===== src/rtl/regfile_pkg.sv =====
// Shared definitions for the register-file read sequencer: default widths,
// FSM state encoding and a counter-width helper.
package regfile_pkg;

  localparam int unsigned ADDR_W_DEF   = 3;
  localparam int unsigned DATA_W_DEF   = 16;
  localparam int unsigned SCAN_DIV_DEF = 4;

  // State encoding
  localparam logic [1:0] IDLE    = 2'd0;
  localparam logic [1:0] SETUP   = 2'd1;
  localparam logic [1:0] CAPTURE = 2'd2;
  localparam logic [1:0] HOLD    = 2'd3;

  typedef enum logic [1:0] {
    StIdle    = IDLE,
    StSetup   = SETUP,
    StCapture = CAPTURE,
    StHold    = HOLD
  } state_e;

  // Width of a counter that must hold values 0..div-1; never narrower than one bit.
  function automatic int unsigned cnt_width(input int unsigned div);
    return (div > 1) ? $clog2(div) : 1;
  endfunction

endpackage


===== src/rtl/regfile_reader_scan_tick.sv =====
// Auto-scan tick generator: a down-counter reloaded to SCAN_DIV-1 on clear,
// counting while enabled, emitting a 1-cycle tick when it reaches zero.
module scan_tick
  import regfile_pkg::*;
#(
  parameter int unsigned SCAN_DIV = SCAN_DIV_DEF
) (
  input  logic i_clk,
  input  logic i_rst,
  input  logic i_clr,
  input  logic i_en,
  output logic o_tick
);

  localparam int unsigned    CntW    = cnt_width(SCAN_DIV);
  localparam logic [CntW-1:0] LoadVal = CntW'(SCAN_DIV - 1);

  logic [CntW-1:0] r_cnt;

  // Counter: reload on clear, count down while enabled, reload after reaching zero
  always_ff @(posedge i_clk or negedge i_rst) begin
    if (!i_rst) begin
      r_cnt <= '0;
    end else if (i_clr) begin
      r_cnt <= LoadVal;
    end else if (i_en) begin
      r_cnt <= (r_cnt == '0) ? LoadVal : r_cnt - 1'b1;
    end
  end

  // Tick on the enabled cycle where the count has run out
  always_comb begin
    o_tick = i_en && !i_clr && (r_cnt == '0);
  end

endmodule


===== src/rtl/regfile_reader.sv =====
// Read-side sequencer for the register file: walks the port-A read address,
// captures each register into a holding register and presents it to the
// display side. Advances on a step pulse (manual) or an internal tick (auto).
// Optional feature macro: READ_CHECKSUM_EN adds a running checksum output.
module regfile_reader
  import regfile_pkg::*;
#(
  parameter int unsigned ADDR_W   = ADDR_W_DEF,
  parameter int unsigned DATA_W   = DATA_W_DEF,
  parameter int unsigned SCAN_DIV = SCAN_DIV_DEF
) (
  input  logic              i_clk,
  input  logic              i_rst,      // asynchronous, active low
  input  logic              i_start,
  input  logic              i_step,
  input  logic              i_auto,
  input  logic              i_stop,
  output logic [ADDR_W-1:0] o_rd_adrs,
  input  logic [DATA_W-1:0] i_rd_data,
  output logic [ADDR_W-1:0] o_adrs_out,
  output logic [DATA_W-1:0] o_data_out,
  output logic              o_data_valid,
  output logic              o_busy,
  output logic              o_scan_done
`ifdef READ_CHECKSUM_EN
  ,
  output logic [DATA_W-1:0] o_chk_sum
`endif
);

  state_e            r_state;
  state_e            w_state_nxt;
  logic [ADDR_W-1:0] r_rd_adrs;
  logic [ADDR_W-1:0] r_adrs_out;
  logic [DATA_W-1:0] r_data_out;
  logic              r_data_valid;
  logic              r_scan_done;

  logic w_tick;
  logic w_tick_clr;
  logic w_tick_en;
  logic w_begin;
  logic w_capture;
  logic w_advance;
  logic w_at_max;
  logic w_wrap;

  scan_tick #(
    .SCAN_DIV (SCAN_DIV)
  ) u_scan_tick (
    .i_clk  (i_clk),
    .i_rst  (i_rst),
    .i_clr  (w_tick_clr),
    .i_en   (w_tick_en),
    .o_tick (w_tick)
  );

  // Event decode; stop overrides every other request
  always_comb begin
    w_at_max  = (r_rd_adrs == {ADDR_W{1'b1}});
    w_begin   = (r_state == StIdle) && i_start && !i_stop;
    // Capture happens on the edge leaving SETUP so data is valid throughout CAPTURE
    w_capture = (r_state == StSetup) && !i_stop;
    w_advance = (r_state == StHold) && !i_stop && (i_auto ? w_tick : i_step);
    w_wrap    = w_advance && w_at_max;
  end

  // State register
  always_ff @(posedge i_clk or negedge i_rst) begin
    if (!i_rst) begin
      r_state <= StIdle;
    end else begin
      r_state <= w_state_nxt;
    end
  end

  // Next-state logic
  always_comb begin
    w_state_nxt = r_state;
    if (i_stop) begin
      w_state_nxt = StIdle;
    end else begin
      unique case (r_state)
        StIdle:    if (i_start) w_state_nxt = StSetup;
        StSetup:   w_state_nxt = StCapture;
        StCapture: w_state_nxt = StHold;
        StHold: begin
          if (w_advance) begin
            w_state_nxt = (w_at_max && !i_auto) ? StIdle : StSetup;
          end
        end
        default:   w_state_nxt = StIdle;
      endcase
    end
  end

  // State-decoded outputs and tick-counter control
  always_comb begin
    o_busy     = (r_state != StIdle);
    w_tick_clr = (r_state == StCapture);
    w_tick_en  = (r_state == StHold);
  end

  // Read address, capture registers and strobes
  always_ff @(posedge i_clk or negedge i_rst) begin
    if (!i_rst) begin
      r_rd_adrs    <= '0;
      r_adrs_out   <= '0;
      r_data_out   <= '0;
      r_data_valid <= 1'b0;
      r_scan_done  <= 1'b0;
    end else begin
      r_data_valid <= w_capture;
      r_scan_done  <= w_wrap;
      if (w_begin) begin
        r_rd_adrs <= '0;
      end else if (w_advance) begin
        // Natural modulo wrap takes the last address back to 0
        r_rd_adrs <= r_rd_adrs + 1'b1;
      end
      if (w_capture) begin
        r_data_out <= i_rd_data;
        r_adrs_out <= r_rd_adrs;
      end
    end
  end

`ifdef READ_CHECKSUM_EN
  logic [DATA_W-1:0] r_chk_sum;
  logic              r_chk_frozen;

  // Checksum: cleared on start, accumulates each capture, frozen after a full pass
  always_ff @(posedge i_clk or negedge i_rst) begin
    if (!i_rst) begin
      r_chk_sum    <= '0;
      r_chk_frozen <= 1'b0;
    end else if (w_begin) begin
      r_chk_sum    <= '0;
      r_chk_frozen <= 1'b0;
    end else begin
      if (w_capture && !r_chk_frozen) begin
        r_chk_sum <= r_chk_sum + i_rd_data;
      end
      if (w_wrap) begin
        r_chk_frozen <= 1'b1;
      end
    end
  end

  assign o_chk_sum = r_chk_sum;
`endif

  assign o_rd_adrs    = r_rd_adrs;
  assign o_adrs_out   = r_adrs_out;
  assign o_data_out   = r_data_out;
  assign o_data_valid = r_data_valid;
  assign o_scan_done  = r_scan_done;

endmodule


===== config.mk =====
export PLATFORM = sky130hd
export DESIGN_NAME = regfile_reader
export DESIGN_NICKNAME = d
export VERILOG_FILES = /design/src/rtl/regfile_pkg.sv /design/src/rtl/regfile_reader_scan_tick.sv /design/src/rtl/regfile_reader.sv
export SDC_FILE = /design/constraint.sdc
export NUM_CORES = 1
export LEC_CHECK = 0
export ABC_AREA = 1
export CORE_MARGIN = 10
export CORE_UTILIZATION = 31
export CTS_CLUSTER_DIAMETER = 50
export DETAILED_ROUTE_END_ITERATION = 10
export GPL_ROUTABILITY_DRIVEN = 0
export PLACE_DENSITY = 0.59
export SLEW_MARGIN = 20
export SYNTH_ARGS = -nofsm -noshare
export SYNTH_HDL_FRONTEND = slang
export SYNTH_SLANG_ARGS = --single-unit

===== constraint.sdc =====
create_clock -name i_clk -period 3.3 [get_ports i_clk]
set_input_delay 0.33 -clock i_clk [delete_from_list [all_inputs] [get_ports i_clk]]
set_output_delay 0.33 -clock i_clk [all_outputs]
set_load 0.02 [all_outputs]

==> results.ini, run 1 <==
[outcome]
status = finished, final reports clean

[logic_synthesis]
syn_avg_cell_area_sq_um = 8.79
synth_nets = 174
yosysTopAreaCell = dfrtp_1
ys_types = 17
postSynthCellCount = 144
synth-seq-cells = 28
seq_area_frac_synth_pct = 55.3
yosysWarningCount = 0
yosysTopAreaCellShare_pct = 55.3
synthTopCellsByArea = dfrtp_1 55%, nand2_1 21%, ha_1 7.9%
syn_area_sq_um = 1270

[placement]
placed_area_sq_um = 1770
dp.final_hpwl_mm = 2.49
port_buffers = 46

[timing]
relSlewSlack_pct = 76.1
fin_crit_sh_pct = 62.0
worstMarginPinSlew_ns = 0.358
final_max_slew_viol_count = 0
period_minus_slack_ns = 2.05
setup_tns_ns = 0
hold_violations = 0
rsz0062_at_grt = false
setup_violations = 0
fin_skew_ns = 0.00423
max_clock_freq_mhz = 488

[power_and_ir_drop]
power_density_nw_per_um2 = 749
ir_worst_vdd_v = 0.000255
power.leakage_nw = 0.912

[clock_tree]
cts_root_buffer = clkbuf_8
cts.sinks = 28
cts_tree = yes
cts_setup_buffers = 0
insertion_delay_ns = 0.26
path_clk_slew_ns = 0.09
h-tree-depth = 1
max-clock-path-buffers = 2
holdBufCountCts = 0
cts_resized = 0
cts_buffers = 3

[worst_setup_path]
crit_top_cell = inv_1
cp-end-kind = primary output
critical_path.slowest_cell = clkdlybuf4s50_1
worstSetupPathType = reg2out
critical_path.cell_chain = inv_1, ha_1, inv_1, clkdlybuf4s50_1
critPathBufInv = 3
crit_path_start_kind = flop
cpLargestDelayFamily = buffers and inverters
critPathMaxFanout = 5
max_stage_delay_ns = 0.60
worstPathArrival_ns = 1.72
crit_required_ns = 2.97

[routing]
antenna_left = 0
dr_total_vias = 1039
wl_mm = 3.15
firstDrtPassIters = 4
first_iter_violations = 84
viasPerCell = 4.31
wl_per_cell_um = 13.1
drc_errors = 0

[floorplanning]
die_x_um = 83.9
start_util_pct = 31.9
ios = 47
dieArea_sq_um = 7040
die_y_um = 83.9
coreArea_sq_um = 3970
rows = 23

[global_route]
gr-total-overflow = 0
grt_pass1_wl_mm = 5.61
grt_pass1_vias = 1118
grt_max_degree = 29
grtUsageTotal_pct = 9.32
antenna_found_initial = 0

[flow_run]
cap_violations = 0

[layout]
num_antenna_cells = 0
n_fill_cell = 395
syn2layout_area_growth_pct = 43.1
final_area_sq_um = 1810
drive_gt1_share_pct = 5.24
nets = 223

[hold_path]
hp-class = in2async

==> placed cells by master (no fill, tap or decap), drive strengths merged <==
master	synthesis	layout
ha	8	8
clkdlybuf4s50	0	46
nand2	73	73
dfrtp	28	28
o21ai	5	5
clkbuf	0	3
nand3	6	6
inv	12	12
nor2	3	3
buf	3	1
a21oi	3	3
nand4	3	3
==> worst reg2reg max path, delay by kind of cell (launching register included) <==
family	cells	cell delay (ns)
adder cells (fa/ha/maj)	1	0.22
buffers and inverters	2	0.25
flip-flops	1	0.44
AND/OR/NAND/NOR	3	0.36
==> synth_stat cells <==
cell type  number
ha_1            8
inv_4           1
nor2_1          2
nor2_4          1
nand2_4         1
nand4_1         3
inv_2           2
dfrtp_1        28
a21oi_1         3
nand2_2         1
o21ai_0         4
nand2_1        71
buf_6           1
buf_4           2
nand3_1         6
inv_1           9
o21ai_1         1
==> cell families after synthesis <==
| group | share of synthesized area (%) |
|---|---|
| adders and majority gates | 7.91 |
| buffers and inverters | 5.83 |
| AOI/OAI and AO/OA | 3.16 |
| DFF | 55.3 |
| and+or+nand+nor | 27.8 |
==> power breakdown <==
| part | total (W) | switching [W] | internal [W] |
|---|---|---|---|
| Combinational | 0.000645 | 0.000355 | 0.000290 |
| Sequential | 0.000535 | 0.0000725 | 0.000462 |
| Clock | 0.000178 | 0.0000966 | 0.0000817 |
| Total | 0.00136 | 0.000524 | 0.000834 |
==> stage by stage <==
| stage | setup WS (ns) | std cells | util, % | hold WS (ns) | power [W] |
|---|---|---|---|---|---|
| floorplan | 2.05 | 144 | - | 0.0344 | 0.000886 |
| global placement | 1.60 | 238 | 44.6 | 0.462 | 0.00117 |
| detailed placement | 1.55 | 238 | 44.6 | 0.472 | 0.00120 |
| CTS | 1.23 | 241 | 45.6 | 0.449 | 0.00138 |
| global route | 1.13 | 241 | 45.6 | 0.490 | 0.00147 |
| finish | 1.25 | 241 | 45.6 | 0.434 | 0.00136 |
==> worst paths after layout <==
check	slack (ns)	endpoint	depth (start not counted)	startpoint
max	1.25	o_busy	4	r_state[0]
min	0.43	o_data_out[6]	2	i_rst
max reg2reg	1.93	o_data_out[10]	6	r_state[1]
min reg2reg	0.49	o_data_out[6]	2	o_data_out[6]
max in group asynchronous	2.60	o_rd_adrs[0]	2	i_rst
min in group i_clk	0.49	o_data_out[6]	2	o_data_out[6]
==> final cells by class <==
cell class / instances / area (sq um) / area share, %
multi-input cells: 101 / 492 / 27.1
repair buffers: 47 / 468 / 25.8
flip-flops and latches: 28 / 701 / 38.7
well taps: 50 / 62.6 / 3.45
clock buffers: 3 / 41.3 / 2.28
inverters: 12 / 47.5 / 2.62
==> per-layer routing <==
metal	global-route usage, %	wire length [um]
met5	0	0
met4	2.28	11
met1	11.5	1530
met3	2.93	181
met2	15.2	1430
==> state kept, by name (all words and copies together) (netlist names) <==
register           cells
o_data_out            16
o_adrs_out             3
o_rd_adrs              3
r_state                2
u_scan_tick.r_cnt      2
o_data_valid           1
o_scan_done            1
Note: power is estimated with default switching activity, not from simulation.
==> run 2, diff against run 1 <==
Clock period 3.3 ns to 1.9 ns, I/O delays scaled along.
==> results.ini, run 2 (synthesized netlist as in run 1, its figures left out) <==
[outcome]
status = finished, final reports clean

[worst_setup_path]
r2r_end = o_data_out[13]
worstSetupPathDepth = 4  ; unchanged
r2r_start = r_state[1]
critical_path.cell_chain = inv_1, ha_1, inv_1, dlygate4sd2_1
worstSetupPathType = reg2out
crit_end = o_busy
critical_path.slowest_cell = dfrtp_1
critPathMaxFanout = 5  ; unchanged
critPathBufInv = 3  ; unchanged
crit_top_cell = inv_1
cp-end-kind = primary output
cp-startpoint = r_state[0]
rrSetupSlack_ns = 0.54  ; -1.39 ns
max_stage_delay_ns = 0.42  ; -0.18 ns
cpLargestDelayFamily = buffers and inverters
worstPathArrival_ns = 1.43  ; -0.29 ns
reg2reg_depth = 6  ; unchanged
crit_required_ns = 1.71  ; -1.26 ns
crit_path_start_kind = flop

[routing]
antenna_left = 0  ; unchanged
viasPerCell = 4.40  ; +2.2%
wl_per_cell_um = 12.8  ; -1.9%
firstDrtPassIters = 4  ; unchanged
wl_mm = 3.10  ; -1.5%
dr_total_vias = 1066  ; +2.6%
first_iter_violations = 74  ; -12%
drc_errors = 0  ; unchanged

[placement]
port_buffers = 46  ; unchanged
dp_cells = 238  ; unchanged
dp.final_hpwl_mm = 2.44  ; -1.8%
pre_cts_slack_ns = 0.310  ; -1.24 ns

[layout]
final_common_cell = nand2_1
largest_reg_flops = 16  ; unchanged
syn2layout_area_growth_pct = 44.1
num_antenna_cells = 0  ; unchanged
drive_gt1_share_pct = 5.73  ; +0.49 points
mostFrequentLayoutCells = 71 x nand2_1, 45 x clkdlybuf4s50_1, 28 x dfrtp_1
fin_util_pct = 45.9  ; +0.32 points
instances_no_fill = 242  ; +0.41%
nets = 223  ; unchanged

[power_and_ir_drop]
internal_power_w = 0.00148  ; +78%
pwr-share-seq_pct = 38.6  ; -0.8 points
swShare_pct = 38.0  ; -0.54 points
ir_worst_vdd_v = 0.000419  ; +64%
power.net_switching_w = 0.000910  ; +74%
power_density_nw_per_um2 = 1310  ; +75%
clock_power_share_pct = 15.2  ; +2.1 points
finalPower_w = 0.00239  ; +76%
power.leakage_nw = 0.922  ; +0.99%
p_comb_share_pct = 46.2  ; -1.3 points

[floorplanning]
coreArea_sq_um = 3970  ; unchanged
rows = 23  ; unchanged
ios = 47  ; unchanged
start_util_pct = 31.9  ; unchanged
dieArea_sq_um = 7040  ; unchanged
die_x_um = 83.9  ; unchanged
die_y_um = 83.9  ; unchanged

[clock_tree]
h-tree-depth = 1  ; unchanged
insertion_delay_ns = 0.27  ; about the same
cts.sinks = 28  ; unchanged
path_clk_slew_ns = 0.09  ; about the same
cts_root_buffer = clkbuf_8
max-clock-path-buffers = 2  ; unchanged
cts_tree = yes
cts_buffers = 3  ; unchanged

[timing]
layout_setup_ws_ns = 0.277  ; -0.976 ns
fin_crit_sh_pct = 85.4
max_clock_freq_mhz = 616
final_max_slew_viol_count = 0  ; unchanged
setup_tns_ns = 0  ; unchanged
hold_violations = 0  ; unchanged
setup_violations = 0  ; unchanged
fin_skew_ns = 0.00204  ; -0.00219 ns
period_minus_slack_ns = 1.62
rsz0062_at_grt = false
worstMarginPinSlew_ns = 0.351  ; -0.00739 ns
relSlewSlack_pct = 76.6  ; +0.49 points

[global_route]
grt_pass1_vias = 1129  ; +0.98%
grtUsageTotal_pct = 9.31  ; about the same
gr-total-overflow = 0  ; unchanged
antenna_found_initial = 0  ; unchanged
grt_pass1_wl_mm = 5.63  ; +0.37%
grt_max_degree = 29  ; unchanged

[flow_run]
cap_violations = 0  ; unchanged

[hold_path]
hp-class = in2async

[run 2: changes by cell type in the layout (fill, tap and decap cells not counted)]
cell             delta
clkbuf_8            +1
dlygate4sd2_1       +1
clkdlybuf4s50_1     -1
[run 2: power groups by stage]
stage / combinational (W) / clock [W] / sequential [W]
6_report: 0.00111 / 0.000363 / 0.000925
3_3_place_gp: 0.00111 / 0 / 0.000927
3_5_place_dp: 0.00113 / 0 / 0.000938
5_1_grt: 0.00123 / 0.000405 / 0.000956
2_1_floorplan: 0.000398 / 0 / 0.00114
4_1_cts: 0.00113 / 0.000373 / 0.000925
[run 2: worst min-delay path by stage]
| stage | endpoint | from | depth (start not counted) |
|---|---|---|---|
| 6_report | o_data_out[0] | i_rst | 2 |
| 5_1_grt | o_data_out[0] | i_rst | 2 |
| 4_1_cts | o_data_out[15] | i_rst | 2 |
| 3_5_place_dp | o_data_out[15] | o_data_out[15] | 2 |
| 3_3_place_gp | o_data_out[15] | o_data_out[15] | 2 |
| 2_1_floorplan | o_adrs_out[0] | i_rst | 0 |
[run 2: worst register-to-register path, delay by kind of cell (launching register included)]
kind,cells,cell delay (ns)
simple gates,3,0.36
buf+inv,2,0.26
fa+ha+maj,1,0.22
flops,1,0.43
[run 2: metrics by stage]
stage | cell area [sq um] | hold slack (ns)
floorplan | 1270 | -0.106
global placement | 1770 | 0.464
detailed placement | 1770 | 0.470
CTS | 1820 | 0.315
global route | 1820 | 0.340
finish | 1820 | 0.301
[run 2: layer usage]
metal	part of all wire [%]	GRT usage (%)	wire length [um]	vias up
met5	0	0	0	-
met4	0.35	1.83	11	0
met3	5.1	2.54	158	2
met2	44	14.2	1360	30
met1	51	12.7	1580	484
li1	-	-	-	550
[run 2: repair_timing]
action,in CTS,in global routing
hold buffers,0,0
setup buffers,0,0
gates resized for setup,1,0
setup endpoints to repair,1,0
[run 2: layout make-up]
| type | instances | area (sq um) |
|---|---|---|
| inverters | 12 | 47.5 |
| multi-input cells | 101 | 492 |
| fillers | 394 | 2150 |
| flip-flops and latches | 28 | 701 |
| repair buffers | 47 | 467 |
| clock buffers | 4 | 55.1 |
| well taps | 50 | 62.6 |
==> run 3, diff against run 2 <==
Settings changed: CORE_MARGIN 10 to 2.
==> results.ini, run 3 (synthesized netlist as in run 1, its figures left out) <==
[timing]
setup_tns_ns = 0  ; unchanged
final_max_slew_viol_count = 0  ; unchanged
holdWs_ns = 0.301  ; +0.000311 ns
rsz0062_at_grt = false
hold_violations = 0  ; unchanged
period_minus_slack_ns = 1.62  ; -0.00238 ns
max_clock_freq_mhz = 617  ; +0.15%
worstMarginPinSlew_ns = 0.364  ; +0.0128 ns
fin_skew_ns = 0.00641  ; +0.00438 ns
relSlewSlack_pct = 75.8  ; -0.85 points
setup_violations = 0  ; unchanged
fin_crit_sh_pct = 85.3  ; -0.13 points

[global_route]
grt_pass1_wl_mm = 4.45  ; -21%
grtUsageTotal_pct = 12.8  ; +3.5 points
gr-total-overflow = 0  ; unchanged
grt.busiest_layer = met2
met1_usage_pct = 15.7  ; +3.0 points
antenna_found_initial = 0  ; unchanged
met2_usage_pct = 22.4  ; +8.2 points
use_met3_pct = 2.30  ; -0.24 points
grt_max_degree = 29  ; unchanged
grt_pass1_vias = 1035  ; -8.3%

[floorplanning]
rows = 23  ; unchanged
start_util_pct = 31.9  ; unchanged
die_x_um = 67.9  ; -19%
coreArea_sq_um = 3970  ; unchanged
die_y_um = 67.9  ; -19%
ios = 47  ; unchanged
dieArea_sq_um = 4610  ; -35%

[worst_setup_path]
cpLargestDelayFamily = buffers and inverters
cp-end-kind = primary output
critical_path.slowest_cell = dfrtp_1
worstSetupPathType = reg2out
max_stage_delay_ns = 0.43  ; about the same
critPathBufInv = 3  ; unchanged
worstPathArrival_ns = 1.43  ; about the same
crit_path_start_kind = flop
critPathMaxFanout = 5  ; unchanged
crit_top_cell = inv_1
crit_required_ns = 1.71  ; about the same
critical_path.cell_chain = inv_1, ha_1, inv_1, dlygate4sd2_1

[clock_tree]
holdBufCountCts = 0  ; unchanged
cts_tree = yes
path_clk_slew_ns = 0.10  ; about the same
h-tree-depth = 1  ; unchanged
cts_root_buffer = clkbuf_8
cts.sinks = 28  ; unchanged
max-clock-path-buffers = 2  ; unchanged
cts_setup_buffers = 0  ; unchanged
insertion_delay_ns = 0.27  ; about the same
cts_buffers = 3  ; unchanged

[routing]
wl_per_cell_um = 11.5  ; -10%
antenna_left = 0  ; unchanged
drc_errors = 0  ; unchanged
firstDrtPassIters = 4  ; unchanged
wl_mm = 2.78  ; -10%
viasPerCell = 4.36  ; -1.1%
dr_total_vias = 1054  ; -1.1%
first_iter_violations = 46  ; -38%

[placement]
dp.final_hpwl_mm = 2.10  ; -14%
dp_cells = 238  ; unchanged
port_buffers = 46  ; unchanged

[power_and_ir_drop]
ir_worst_vdd_v = 0.000457  ; +9.1%
power_density_nw_per_um2 = 1350  ; +3.1%
power.leakage_nw = 0.928  ; +0.75%

[flow_run]
cap_violations = 0  ; unchanged

[layout]
instances_no_fill = 242  ; unchanged
syn2layout_area_growth_pct = 45.4
drive_gt1_share_pct = 5.73  ; unchanged
largest_reg_flops = 16  ; unchanged
num_antenna_cells = 0  ; unchanged
nets = 223  ; unchanged
mostFrequentLayoutCells = 71 x nand2_1, 45 x clkdlybuf4s50_1, 28 x dfrtp_1
final_common_cell = nand2_1

[outcome]
status = finished, final reports clean

[hold_path]
hp-class = in2async

-- run 3: cell count changes in the layout (fill, tap and decap cells not counted), sizes merged --
cell    change
clkbuf      -1
bufinv      +1
-- run 3: area by class of cell --
class	count	area, sq um
Inverter	12	47.5
Multi-Input combinational cell	101	492
Fill cell	396	2130
Tap cell	50	62.6
Timing Repair Buffer	47	467
Clock inverter	1	30.0
Sequential cell	28	701
Clock buffer	3	41.3
-- run 3: routing by layer --
metal / part of all wire, % / up-vias
met2: 46 / 35
met1: 46 / 478
met3: 6.8 / 2
met5: 0 / -
li1: - / 539
met4: 0.54 / 0
-- run 3: per-stage QoR --
stage | utilization, % | power (W) | worst slack, ns | area [sq um]
finish | 46.3 | 0.00249 | 0.279 | 1840
global route | 46.3 | 0.00267 | 0.182 | 1840
CTS | 46.3 | 0.00252 | 0.267 | 1840
detailed placement | 44.6 | 0.00206 | 0.319 | 1770
global placement | 44.6 | 0.00202 | 0.350 | 1770
floorplan | - | 0.00154 | 0.650 | 1270
-- run 3: worst paths after layout --
check                      cells past startpoint          start  slack, ns        endpoint
max reg2reg                                    6     r_state[1]       0.56  o_data_out[11]
max                                            4     r_state[0]       0.28          o_busy
min reg2reg                                    2  o_adrs_out[2]       0.48   o_adrs_out[2]
min                                            2          i_rst       0.30  o_data_out[15]
max in group asynchronous                      2          i_rst       1.34   o_adrs_out[1]
min in group i_clk                             3   i_rd_data[3]       0.44   o_data_out[3]
-- run 3: power breakdown --
part	switching [W]	internal [W]
Combinational	0.000600	0.000494
Clock	0.000185	0.000282
Sequential	0.000125	0.000802
Total	0.000910	0.00158
-- run 3: worst reg2reg max path: cells and delay by family (launching register included) --
family	cells	cell delay [ns]
buf+inv	2	0.25
fa+ha+maj	1	0.22
flops	1	0.42
simple gates	3	0.36
-- run 3: timing repair --
| action | 4_1_cts | 5_1_grt |
|---|---|---|
| endpoints found under the setup margin | 1 | 0 |
| gates resized for setup | 1 | 0 |
| endpoints found under the hold margin | 0 | 0 |
